**src/rtl/radix4_online_mul_seq.sv**
```systemverilog
`default_nettype none
// ============================================================================
// Module      : radix4_online_mul_seq
// Description : Sequencer for a digit-serial radix-4 online multiplier.
//               Accepts a parallel operand pair and streams it MSD first, one
//               digit per cycle. It then zero-fills the inputs for the online
//               delay and collects N result digits into a parallel word.
// Options     : ONLINE_SEQ_B2B_EN - when defined, a new operand pair can be
//               accepted on the same edge that the result is taken.
// Revision    : 1.0 - initial release
// ============================================================================
module radix4_online_mul_seq #(
   parameter int NO_OF_DIGITS = 4,
   parameter int RADIX_BITS   = 3,
   parameter int RADIX        = 4,
   parameter int DELTA        = 2
) (
   input  logic                                 clk,
   input  logic                                 rst_n,
   input  logic                                 in_valid,
   output logic                                 in_ready,
   input  logic [NO_OF_DIGITS*RADIX_BITS-1:0]   in_x,
   input  logic [NO_OF_DIGITS*RADIX_BITS-1:0]   in_y,
   output logic [RADIX_BITS-1:0]                mul_x,
   output logic [RADIX_BITS-1:0]                mul_y,
   output logic                                 mul_start,
   input  logic [RADIX_BITS-1:0]                mul_z,
   output logic                                 out_valid,
   input  logic                                 out_ready,
   output logic [NO_OF_DIGITS*RADIX_BITS-1:0]   out_z,
   output logic                                 busy
);

   localparam int c_W      = NO_OF_DIGITS * RADIX_BITS;
   localparam int c_LAST   = NO_OF_DIGITS + DELTA - 1;
   localparam int c_CNT_W  = (c_LAST > 1) ? $clog2(c_LAST + 1) : 1;

   localparam logic [c_CNT_W-1:0] c_CNT_LAST  = c_CNT_W'(c_LAST);
   localparam logic [c_CNT_W-1:0] c_CNT_DELTA = c_CNT_W'(DELTA);
   localparam logic [c_CNT_W-1:0] c_CNT_ONE   = c_CNT_W'(1);

   // RADIX only documents the number system; the datapath depends solely on
   // the digit width, so this block never holds any logic.
   if (RADIX < 2) begin : g_radix_doc_only
   end

   typedef enum logic [1:0] {
      S_IDLE = 2'd0,
      S_RUN  = 2'd1,
      S_DONE = 2'd2
   } state_t;

   state_t                r_state;
   state_t                w_next_state;
   logic                  w_load;

   logic [c_W-1:0]        r_sx;
   logic [c_W-1:0]        r_sy;
   logic [c_CNT_W-1:0]    r_cnt;
   logic [RADIX_BITS-1:0] r_mul_x;
   logic [RADIX_BITS-1:0] r_mul_y;
   logic                  r_mul_start;
   logic [c_W-1:0]        r_out_z;
   logic                  w_capture;

   // The result window opens once the online delay has elapsed.
   assign w_capture = (r_cnt >= c_CNT_DELTA);

   // State register.
   always_ff @(posedge clk or negedge rst_n) begin
      if (!rst_n) begin
         r_state <= S_IDLE;
      end else begin
         r_state <= w_next_state;
      end
   end

   // Next-state decode and handshake outputs.
   always_comb begin
      w_next_state = r_state;
      w_load       = 1'b0;
      in_ready     = 1'b0;
      out_valid    = 1'b0;
      busy         = 1'b0;
      case (r_state)
         S_IDLE: begin
            in_ready = 1'b1;
            if (in_valid) begin
               w_load       = 1'b1;
               w_next_state = S_RUN;
            end
         end
         S_RUN: begin
            busy = 1'b1;
            if (r_cnt == c_CNT_LAST) begin
               w_next_state = S_DONE;
            end
         end
         S_DONE: begin
            busy      = 1'b1;
            out_valid = 1'b1;
`ifdef ONLINE_SEQ_B2B_EN
            // The slot frees on the same edge the result leaves, so a
            // waiting operand pair can go straight into the next run.
            in_ready = out_ready;
            if (out_ready) begin
               if (in_valid) begin
                  w_load       = 1'b1;
                  w_next_state = S_RUN;
               end else begin
                  w_next_state = S_IDLE;
               end
            end
`else
            if (out_ready) begin
               w_next_state = S_IDLE;
            end
`endif
         end
         default: begin
            w_next_state = S_IDLE;
         end
      endcase
   end

   // Operand shifting, digit output registers, counter and result capture.
   always_ff @(posedge clk or negedge rst_n) begin
      if (!rst_n) begin
         r_sx        <= '0;
         r_sy        <= '0;
         r_cnt       <= '0;
         r_mul_x     <= '0;
         r_mul_y     <= '0;
         r_mul_start <= 1'b0;
         r_out_z     <= '0;
      end else if (w_load) begin
         // Digit 0 goes straight to the output register; the shift
         // registers keep the remaining digits with the next one on top.
         r_mul_x     <= in_x[c_W-1 -: RADIX_BITS];
         r_mul_y     <= in_y[c_W-1 -: RADIX_BITS];
         r_sx        <= in_x << RADIX_BITS;
         r_sy        <= in_y << RADIX_BITS;
         r_mul_start <= 1'b1;
         r_cnt       <= '0;
         r_out_z     <= '0;
      end else if (r_state == S_RUN) begin
         // Zeros shift in from the bottom, so once all digits are gone the
         // top field supplies the zero fill for the online delay.
         if (r_cnt == c_CNT_LAST) begin
            r_mul_x <= '0;
            r_mul_y <= '0;
         end else begin
            r_mul_x <= r_sx[c_W-1 -: RADIX_BITS];
            r_mul_y <= r_sy[c_W-1 -: RADIX_BITS];
         end
         r_sx        <= r_sx << RADIX_BITS;
         r_sy        <= r_sy << RADIX_BITS;
         r_mul_start <= 1'b0;
         r_cnt       <= r_cnt + c_CNT_ONE;
         if (w_capture) begin
            r_out_z <= {r_out_z[c_W-RADIX_BITS-1:0], mul_z};
         end
      end else begin
         // Idle or holding a result: the multiplier sees zero digits and
         // the result word is left untouched.
         r_mul_x     <= '0;
         r_mul_y     <= '0;
         r_mul_start <= 1'b0;
      end
   end

   assign mul_x     = r_mul_x;
   assign mul_y     = r_mul_y;
   assign mul_start = r_mul_start;
   assign out_z     = r_out_z;

endmodule
`default_nettype wire

```
**config.mk**
```make
export PLATFORM = sky130hd
export DESIGN_NAME = radix4_online_mul_seq
export DESIGN_NICKNAME = d
export VERILOG_FILES = /design/src/rtl/radix4_online_mul_seq.sv
export SDC_FILE = /design/constraint.sdc
export NUM_CORES = 1
export LEC_CHECK = 0
export CAP_MARGIN = 10
export CORE_UTILIZATION = 42
export DETAILED_ROUTE_END_ITERATION = 8
export GPL_ROUTABILITY_DRIVEN = 0
export GPL_TIMING_DRIVEN = 0
export PLACE_DENSITY = 0.72
export SYNTH_ARGS = -nofsm -noshare
export SYNTH_HDL_FRONTEND = slang
export SYNTH_SLANG_ARGS = --single-unit
```
**constraint.sdc**
```tcl
create_clock -name clk -period 1.6 [get_ports clk]
set_input_delay 0.16 -clock clk [delete_from_list [all_inputs] [get_ports clk]]
set_output_delay 0.16 -clock clk [all_outputs]
set_load 0.03 [all_outputs]
```
# Word level (Yosys, flattened, before mapping)
# Cells that the tools add are included.
# word_totals
out_inout_bits,22
input_bits,31
elab_cells,47
regBits,48
# op_classes
eq_ne,6
mux,25
magnitude_cmp,1
n_reduce_logical,6
n_addsub,1
# op_table
operator,n
$mux 12,7
$mux 3,8
$mux 1,6
$mux 2,3
$pmux 2 s3,1
$ne 2x2->1 const B,2
$reduce_bool 2->1,2
$add 3x1->3 const B,1
$eq 3x3->1 const B,1
$ge 3x2->1 const B,1
$reduce_and 3->1,1
$eq 2x1->1 const B,1
$eq 2x2->1 const B,1
$logic_not 2->1,1
$ne 2x1->1 const B,1
$reduce_and 2->1,1
$reduce_or 2->1,1

# Longest topological paths before layout
# Gate-level depths: netlist of run 1.
# logic_depth
depth_word,4
depth_mapped,8
ltp_nobuf,6

# Worst setup path before layout of run 1
# No wires, ideal clock.
# synth_path
path_kind,reg2reg
start,register r_state[0]
end,"register r_out_z[10], in the netlist out_z[10]"
stages_incl_launch_ff,9
t_arrival_ps,1618
setup_time_ps,121
n_path_buf,2
slack_ps,-139
required_ps,1479
synth_period_minus_slack_ps,1739
path_cell_list,dfrtp_1 -> inv_1 -> ha_1 -> nand2_1 -> inv_1 -> buf_2 -> a21oi_2 -> buf_6 -> a22o_1
# synth_via
elab_chain_len,4
word_cells_on_any_way,7
cone_classes,1 x eq/ne; 2 x mux; 4 x reduce/logical
# synth_lines
item,line,source
"start, declared",53,state_t r_state;
"start signal, assigned",74,r_state <= w_next_state;
$logic_not 2->1,85,case (r_state)
$mux 1,85,
$reduce_bool 2->1 (no source line),-,
$reduce_and 2->1 (no source line),-,
"end signal, assigned",161,"r_out_z <= {r_out_z[c_W-RADIX_BITS-1:0], mul_z};"
"end, declared",63,logic [c_W-1:0] r_out_z;
# Several ways; a longest one is shown, not always the timed one.
# A chain may end at the register's enable or synchronous reset.

# Worst setup path in the final report of run 1
# layout_path
start,register r_cnt[0]
end,"register r_out_z[5], in the netlist out_z[5]"
# layout_via
elab_chain_len,3
# layout_lines
item,line,source
"start, declared",59,logic [c_CNT_W-1:0] r_cnt;
"start signal, assigned",159,r_cnt <= r_cnt + c_CNT_ONE;
$ge 3x2->1,67,assign w_capture = (r_cnt >= c_CNT_DELTA);
$reduce_bool 2->1 (no source line),-,
$reduce_and 2->1 (no source line),-,
# No other way between the ends.

==> summary.md, run 1 <==
| Metric | Value |
|---|---|
| Synth Net Count | `195` |
| Hold Crit Class | `input port to async pin` |
| CORE AREA | `0.00409 mm^2` |
| DR vias/cell | `5.16` |
| Row cnt | `23` |
| Clock transition at path regs | `0.07 ns` |
| RSZ-0062 raised after global routing | `yes` |
| Layout cells sized above 1 | `0.186` |
| Max VDD drop | `0.000981 V` |
| Shortest period the worst path allows | `1.55 ns` |
| Final hold slack | `0.000681 ns` |
| Maxcap violations | `0` |
| Fin crit share | `0.971` |
| IO Count | `53` |
| Reg2Reg Setup Slack | `0.05 ns` |
| Outcome | `finished clean` |
| Number of CTS-inserted buffers | `5` |
| Power Dens Cells | `1910 mW/mm^2` |
| Die area | `0.00465 mm^2` |
| Synth top area share | `0.572` |
| Post-Syn Instances | `156` |
| Synth warn | `0` |
| Place WS | `-0.161 ns` |
| Yosys cell types | `21` |
| Worst path max stage delay | `0.39 ns` |
| Crit end category | `flop` |
| Clk_lat worst skew | `0.28 ns` |
| Grt ovf | `0` |
| Buf+Inv Stages, Crit Path | `1` |
| Port Buffers | `52` |
| CTS tree | `done` |
| Crit path launch type | `flop` |
| Count of final hold-check violations | `0` |
| Critical path class | `flop to flop` |
| CP Cell Sequence | `inv_2 -> ha_2 -> or3_4 -> and3_4 -> a22o_2` |
| Crit path launch | `r_cnt[0]` |
| Leakage Power | `1.19 nW` |
| Register area share after synthesis | `0.572` |
| Synth top cells by count | `dfrtp_1, nand2_1, o21ai_0` |
| Final worst setup slack | `0.0465 ns` |
| Final setup vio count | `0` |
| Initial drt markers | `45` |
| DP HPWL | `2810 um` |
| WP data arrival | `1.73 ns` |
| Max_slew headroom | `0.395` |
| CTS Sinks | `42` |
| Gr usage total | `0.190` |
| Pin count of the biggest net entering global routing | `43` |
| Fmax | `644 MHz` |
| Asr flop ratio synth | `1.00` |
| Largest delay share family, worst path | `simple AND/OR/NAND/NOR gates` |
| Worst-Margin Slew | `0.907 ns` |
| Iteration count of the initial detailed-routing pass | `4` |
| Synth-to-layout area growth | `43.2%` |
| Reg2reg start | `r_cnt[0]` |
| Top-count cell post-synth | `dfrtp_1` |
| Area contributors post-synth | `dfrtp_1, a22o_1, mux2i_1` |
| Die H | `68.2 um` |
| Initial Utilization | `0.450` |
| EDFF count, synth | `0` |
| Residual DRC count | `0` |
| Main synth FF type | `dfrtp_1` |
| Critical Path RT | `1.78 ns` |
| Post-synthesis register bit count | `42` |
| Max FO, Critical Path | `12` |
| Final ANT Viol Nets | `0` |
| Htree depth | `2` |
| Pins Over Slew Limit | `0` |
| Vias in the first global route | `1361` |
| Vias post-DR | `1392` |
| Largest area contributor in the netlist | `dfrtp_1` |
| Root buffer cell | `clkbuf_8` |
| Max Clock Skew | `0.00782 ns` |
| Mapped Area | `0.00184 mm^2` |
| First-pass GRT wire length | `6380 um` |
| Hold-fix buffers at CTS | `0` |
| CTS max path bufs | `2` |
| Routed WL per cell | `14.9 um` |
| Die width | `68.2 um` |
| Antenna violations before repair | `0` |
| Avg Cell Area, Syn | `11.8 um^2` |
| Critical Path Slowest Stage Cell | `dfrtp_1` |
| Diodes inserted | `0` |
| Routed Wire Length | `4030 um` |
| Final net count | `260` |
worst register-to-register path, stage by stage (launching register included):
cell and delay, ns:
dfrtp_1 0.39, inv_2 0.04, ha_2 0.17, or3_4 0.38, and3_4 0.24, a22o_2 0.22
final timing paths:
path                       cells past startpoint    endpoint
setup / recovery                               5    out_z[5]
setup reg to reg                               5    out_z[5]
max in group asynchronous                      1  r_state[0]
hold / removal                                 1    out_z[2]
hold reg to reg                                1    mul_x[2]
min in group clk                               3     r_sx[8]
state kept, by name, summed over array words and instances, names as in the netlist:
name       flops
mul_y          3
r_cnt          3
mul_start      1
out_z         12
r_sy           9
r_state        2
mul_x          3
r_sx           9
layout by cell type, fill, tap and decap left out, drive strengths merged:
cell           Yosys  layout
clkdlybuf4s50      0      48
dfrtp             42      42
nand2             21      21
o21ai             18      18
a22o              18      18
buf                8      13
mux2i             12      12
clkbuf             3      11
ha                 8       8
inv                7       7
nand2b             6       6
nor2               3       3
mux2               3       3
clkdlybuf4s15      0       2
and3               2       2
or3                1       1
a21oi              1       1
a222oi             1       1
xnor2              1       1
xor2               1       1
dlygate4sd2        0       1
metal layers:
layer	vias up	routed length [um]	GRT usage
met5	-	0	0
li1	659	-	-
met2	47	2030	0.311
met3	5	233	0.0450
met1	681	1720	0.238
met4	0	48	0.0833
power breakdown:
part	switching, mW	internal, mW	leakage [nW]
Combinational	1.33	1.26	0.593
Sequential	0.285	1.49	0.550
Clock	0.316	0.332	0.0431
through the flow:
stage	std cells	setup TNS, ns	utilization	total power [mW]	cell area [um^2]
final	270	0	0.644	5.01	2630
after global routing	270	-0.0218	0.644	5.37	2630
after CTS	267	-0.00458	0.622	4.79	2540
after detailed placement	258	-2.68	0.595	4.08	2430
after global placement	258	-28.18	0.596	4.00	2440
after floorplan	156	-0.0200	-	3.32	1850
repair_timing:
action / in CTS / in global routing
setup buffers: 5 / 2
pin swaps: 1 / 5
gates resized for setup: 9 / 22
gates cloned: 0 / 1
setup endpoints to repair: 28 / 36
final cells by class:
type / count / area, um^2
Clock buffer: 6 / 82.6
Tap cell: 50 / 62.6
Sequential cell: 42 / 1050
Multi-Input combinational cell: 96 / 757
Buffer: 9 / 66.3
Timing Repair Buffer: 60 / 582
Inverter: 7 / 28.8
Fill cell: 325 / 1460
logic make-up after synthesis:
logic type	Yosys count	share of synthesized area
simple gates	33	0.0851
buf+inv	18	0.0490
mux	15	0.0837
xor+xnor	2	0.00953
compound gates	38	0.146
flops	42	0.572
fa+ha+maj	8	0.0545
Note: power is estimated with default switching activity, not from simulation.
==> inputs of run 2 (changes only) <==
--- a/config.mk
+++ b/config.mk
@@ -11,6 +11,7 @@
 export GPL_ROUTABILITY_DRIVEN = 0
 export GPL_TIMING_DRIVEN = 0
 export PLACE_DENSITY = 0.72
+export REMOVE_ABC_BUFFERS = 1
 export SYNTH_ARGS = -nofsm -noshare
 export SYNTH_HDL_FRONTEND = slang
 export SYNTH_SLANG_ARGS = --single-unit
==> run 2 against run 1 <==
Against the previous run:
- via count is 2.1% higher
- the flow now finishes with violations (negative hold slack, negative setup slack)
- setup slack worse by 0.070 ns
- highest routed layer unchanged
- die area stayed put
- design area is 1.0% higher
==> summary.md, run 2 (synthesis gave the netlist of run 1 again) <==
| Metric | Value |
|---|---|
| Max_slew headroom | `0.409 (+0.0136)` |
| Synth-to-layout area growth | `44.6%` |
| Grt ovf | `0 (unchanged)` |
| Die width | `68.2 um (unchanged)` |
| Clock transition at path regs | `0.07 ns (about the same)` |
| Hold Crit Class | `input port to async pin` |
| Sw power | `2.05 mW (+5.8%)` |
| Layout cells sized above 1 | `0.206 (+0.0199)` |
| Clk_lat worst skew | `0.30 ns (+0.02 ns)` |
| Part of the power in combinational logic | `0.524 (+0.008)` |
| Number of CTS-inserted buffers | `5 (unchanged)` |
| Final Util | `0.650 (+0.00643)` |
| Die H | `68.2 um (unchanged)` |
| CTS max path bufs | `2 (unchanged)` |
| Hold-fix buffers at CTS | `0 (unchanged)` |
| Most Frequent Cell on Critical Path | `buf_4` |
| Root buffer cell | `clkbuf_8` |
| Placed Cells incl. Taps | `247 (-4.3%)` |
| Buf+Inv Stages, Crit Path | `2 (+1)` |
| CP Cell Sequence | `buf_4 -> ha_2 -> a222oi_1 -> buf_4 -> mux2_4` |
| Antenna violations before repair | `0 (unchanged)` |
| Pins Over Slew Limit | `0 (unchanged)` |
| Power Dens Cells | `1940 mW/mm^2 (+1.8%)` |
| Reg2reg start | `r_state[1]` |
| IO Count | `53 (unchanged)` |
| First-pass GRT wire length | `6280 um (-1.6%)` |
| RSZ-0062 raised after global routing | `yes` |
| CTS tree | `done` |
| Residual DRC count | `0 (unchanged)` |
| Pin count of the biggest net entering global routing | `43 (unchanged)` |
| Final worst setup slack | `-0.0232 ns (-0.0698 ns)` |
| Maxcap violations | `0 (unchanged)` |
| Worst path max stage delay | `0.40 ns (about the same)` |
| Max reg flops | `12 (unchanged)` |
| Leakage Power | `1.18 nW (-0.31%)` |
| Iteration count of the initial detailed-routing pass | `4 (unchanged)` |
| Reg2Reg Setup Slack | `-0.02 ns (-0.07 ns)` |
| Initial Utilization | `0.450 (unchanged)` |
| Fmax | `616 MHz (-4.3%)` |
| Max Clock Skew | `0.00538 ns (-0.00244 ns)` |
| Critical Path RT | `1.78 ns (about the same)` |
| Max FO, Critical Path | `2 (-10)` |
| CORE AREA | `0.00409 mm^2 (unchanged)` |
| Diodes inserted | `0 (unchanged)` |
| Final ANT Viol Nets | `0 (unchanged)` |
| Routed Wire Length | `4210 um (+4.4%)` |
| Routed WL per cell | `15.4 um (+3.2%)` |
| Final net count | `261 (+0.38%)` |
| Failing checks | `negative hold slack, negative setup slack` |
| Max VDD drop | `0.000895 V (-8.8%)` |
| Commonest non-fill, non-tap cell in the layout | `clkdlybuf4s50_1` |
| Port Buffers | `52 (unchanged)` |
| Largest delay share family, worst path | `flip-flops` |
| Htree depth | `2 (unchanged)` |
| Power Total | `5.15 mW (+2.8%)` |
| Initial drt markers | `93 (+110%)` |
| DR vias/cell | `5.21 (+0.96%)` |
| Most frequent cells in the layout | `clkdlybuf4s50_1, dfrtp_1, nand2_1` |
| DP HPWL | `2320 um (-18%)` |
| Critical path class | `flop to flop` |
| Fin crit share | `1.01 (+0.0436)` |
| Internal power | `3.11 mW (+0.89%)` |
| Worst-Margin Slew | `0.886 ns (-0.0205 ns)` |
| Outcome | `finished, violations left` |
| Die area | `0.00465 mm^2 (unchanged)` |
| Sw Share | `0.397 (+0.0114)` |
| Crit path launch | `r_state[1]` |
| Vias post-DR | `1421 (+2.1%)` |
| Count of final hold-check violations | `42 (+42)` |
| Final setup vio count | `2 (+2)` |
| Final hold slack | `-0.0219 ns (-0.0226 ns)` |
| Crit path launch type | `flop` |
| Critical Path Slowest Stage Cell | `dfrtp_1` |
| Clock group share of total power | `0.135 (+0.006)` |
| Vias in the first global route | `1359 (-0.15%)` |
| CTS Sinks | `42 (unchanged)` |
| Setup TNS | `-0.0359 ns (-0.0359 ns)` |
| Gr usage total | `0.191 (+0.000610)` |
| Non-filler cells, final | `273 (+1.1%)` |
| WP data arrival | `1.81 ns (+0.08 ns)` |
| Sequential Power Share | `0.340 (-0.015)` |
| Shortest period the worst path allows | `1.62 ns (+0.0698 ns)` |
| Crit end category | `flop` |
| Row cnt | `23 (unchanged)` |
run 2: metal layers:
layer  up-vias  routed length, um  track usage
li1        672                  -            -
met1       687               1850        0.231
met2        52               2040        0.325
met3        10                232       0.0400
met4         0                 89       0.0859
met5         -                  0            0
run 2: worst paths after layout:
path | endpoint | depth (start not counted)
min in group clk | r_sx[11] | 3
min | out_z[7] | 1
max reg2reg | r_state[0] | 5
min reg2reg | mul_x[2] | 1
max in group asynchronous | r_cnt[0] | 1
max | r_state[0] | 5
run 2: metrics by stage:
| step | worst slack [ns] | area [um^2] |
|---|---|---|
| after floorplan | -0.646 | 1770 |
| after global placement | -0.720 | 2360 |
| after detailed placement | -0.813 | 2350 |
| after CTS | -0.0160 | 2540 |
| after global routing | -0.110 | 2660 |
| final | -0.0232 | 2660 |
run 2: area by class of cell:
cell class / count / area [um^2]
clock buffers: 7 / 86.3
clock inverters: 1 / 5.00
fillers: 312 / 1430
inverters: 7 / 30.0
multi-input cells: 98 / 778
flip-flops and latches: 42 / 1050
well taps: 50 / 62.6
repair buffers: 65 / 622
repair inverters: 3 / 22.5
run 2: timing repair:
item	4_1_cts	5_1_grt
gates resized for setup	22	7
pin swaps	9	3
gates cloned	2	3
setup endpoints to repair	45	29
setup buffers	4	9
run 2: power groups by stage:
stage                     logic [mW]  registers [mW]  clock network, mW
after detailed placement        2.14            1.77                  0
after global placement          2.09            1.74                  0
after global routing            2.94            1.80              0.763
after floorplan                 1.13            2.02                  0
after CTS                       2.41            1.75              0.712
final                           2.70            1.75              0.696
run 2: worst reg2reg max path, cell delays in order (launching register included):
cell and delay (ns):
dfrtp_1 0.40, buf_4 0.14, ha_2 0.17, a222oi_1 0.31, buf_4 0.19, mux2_4 0.30
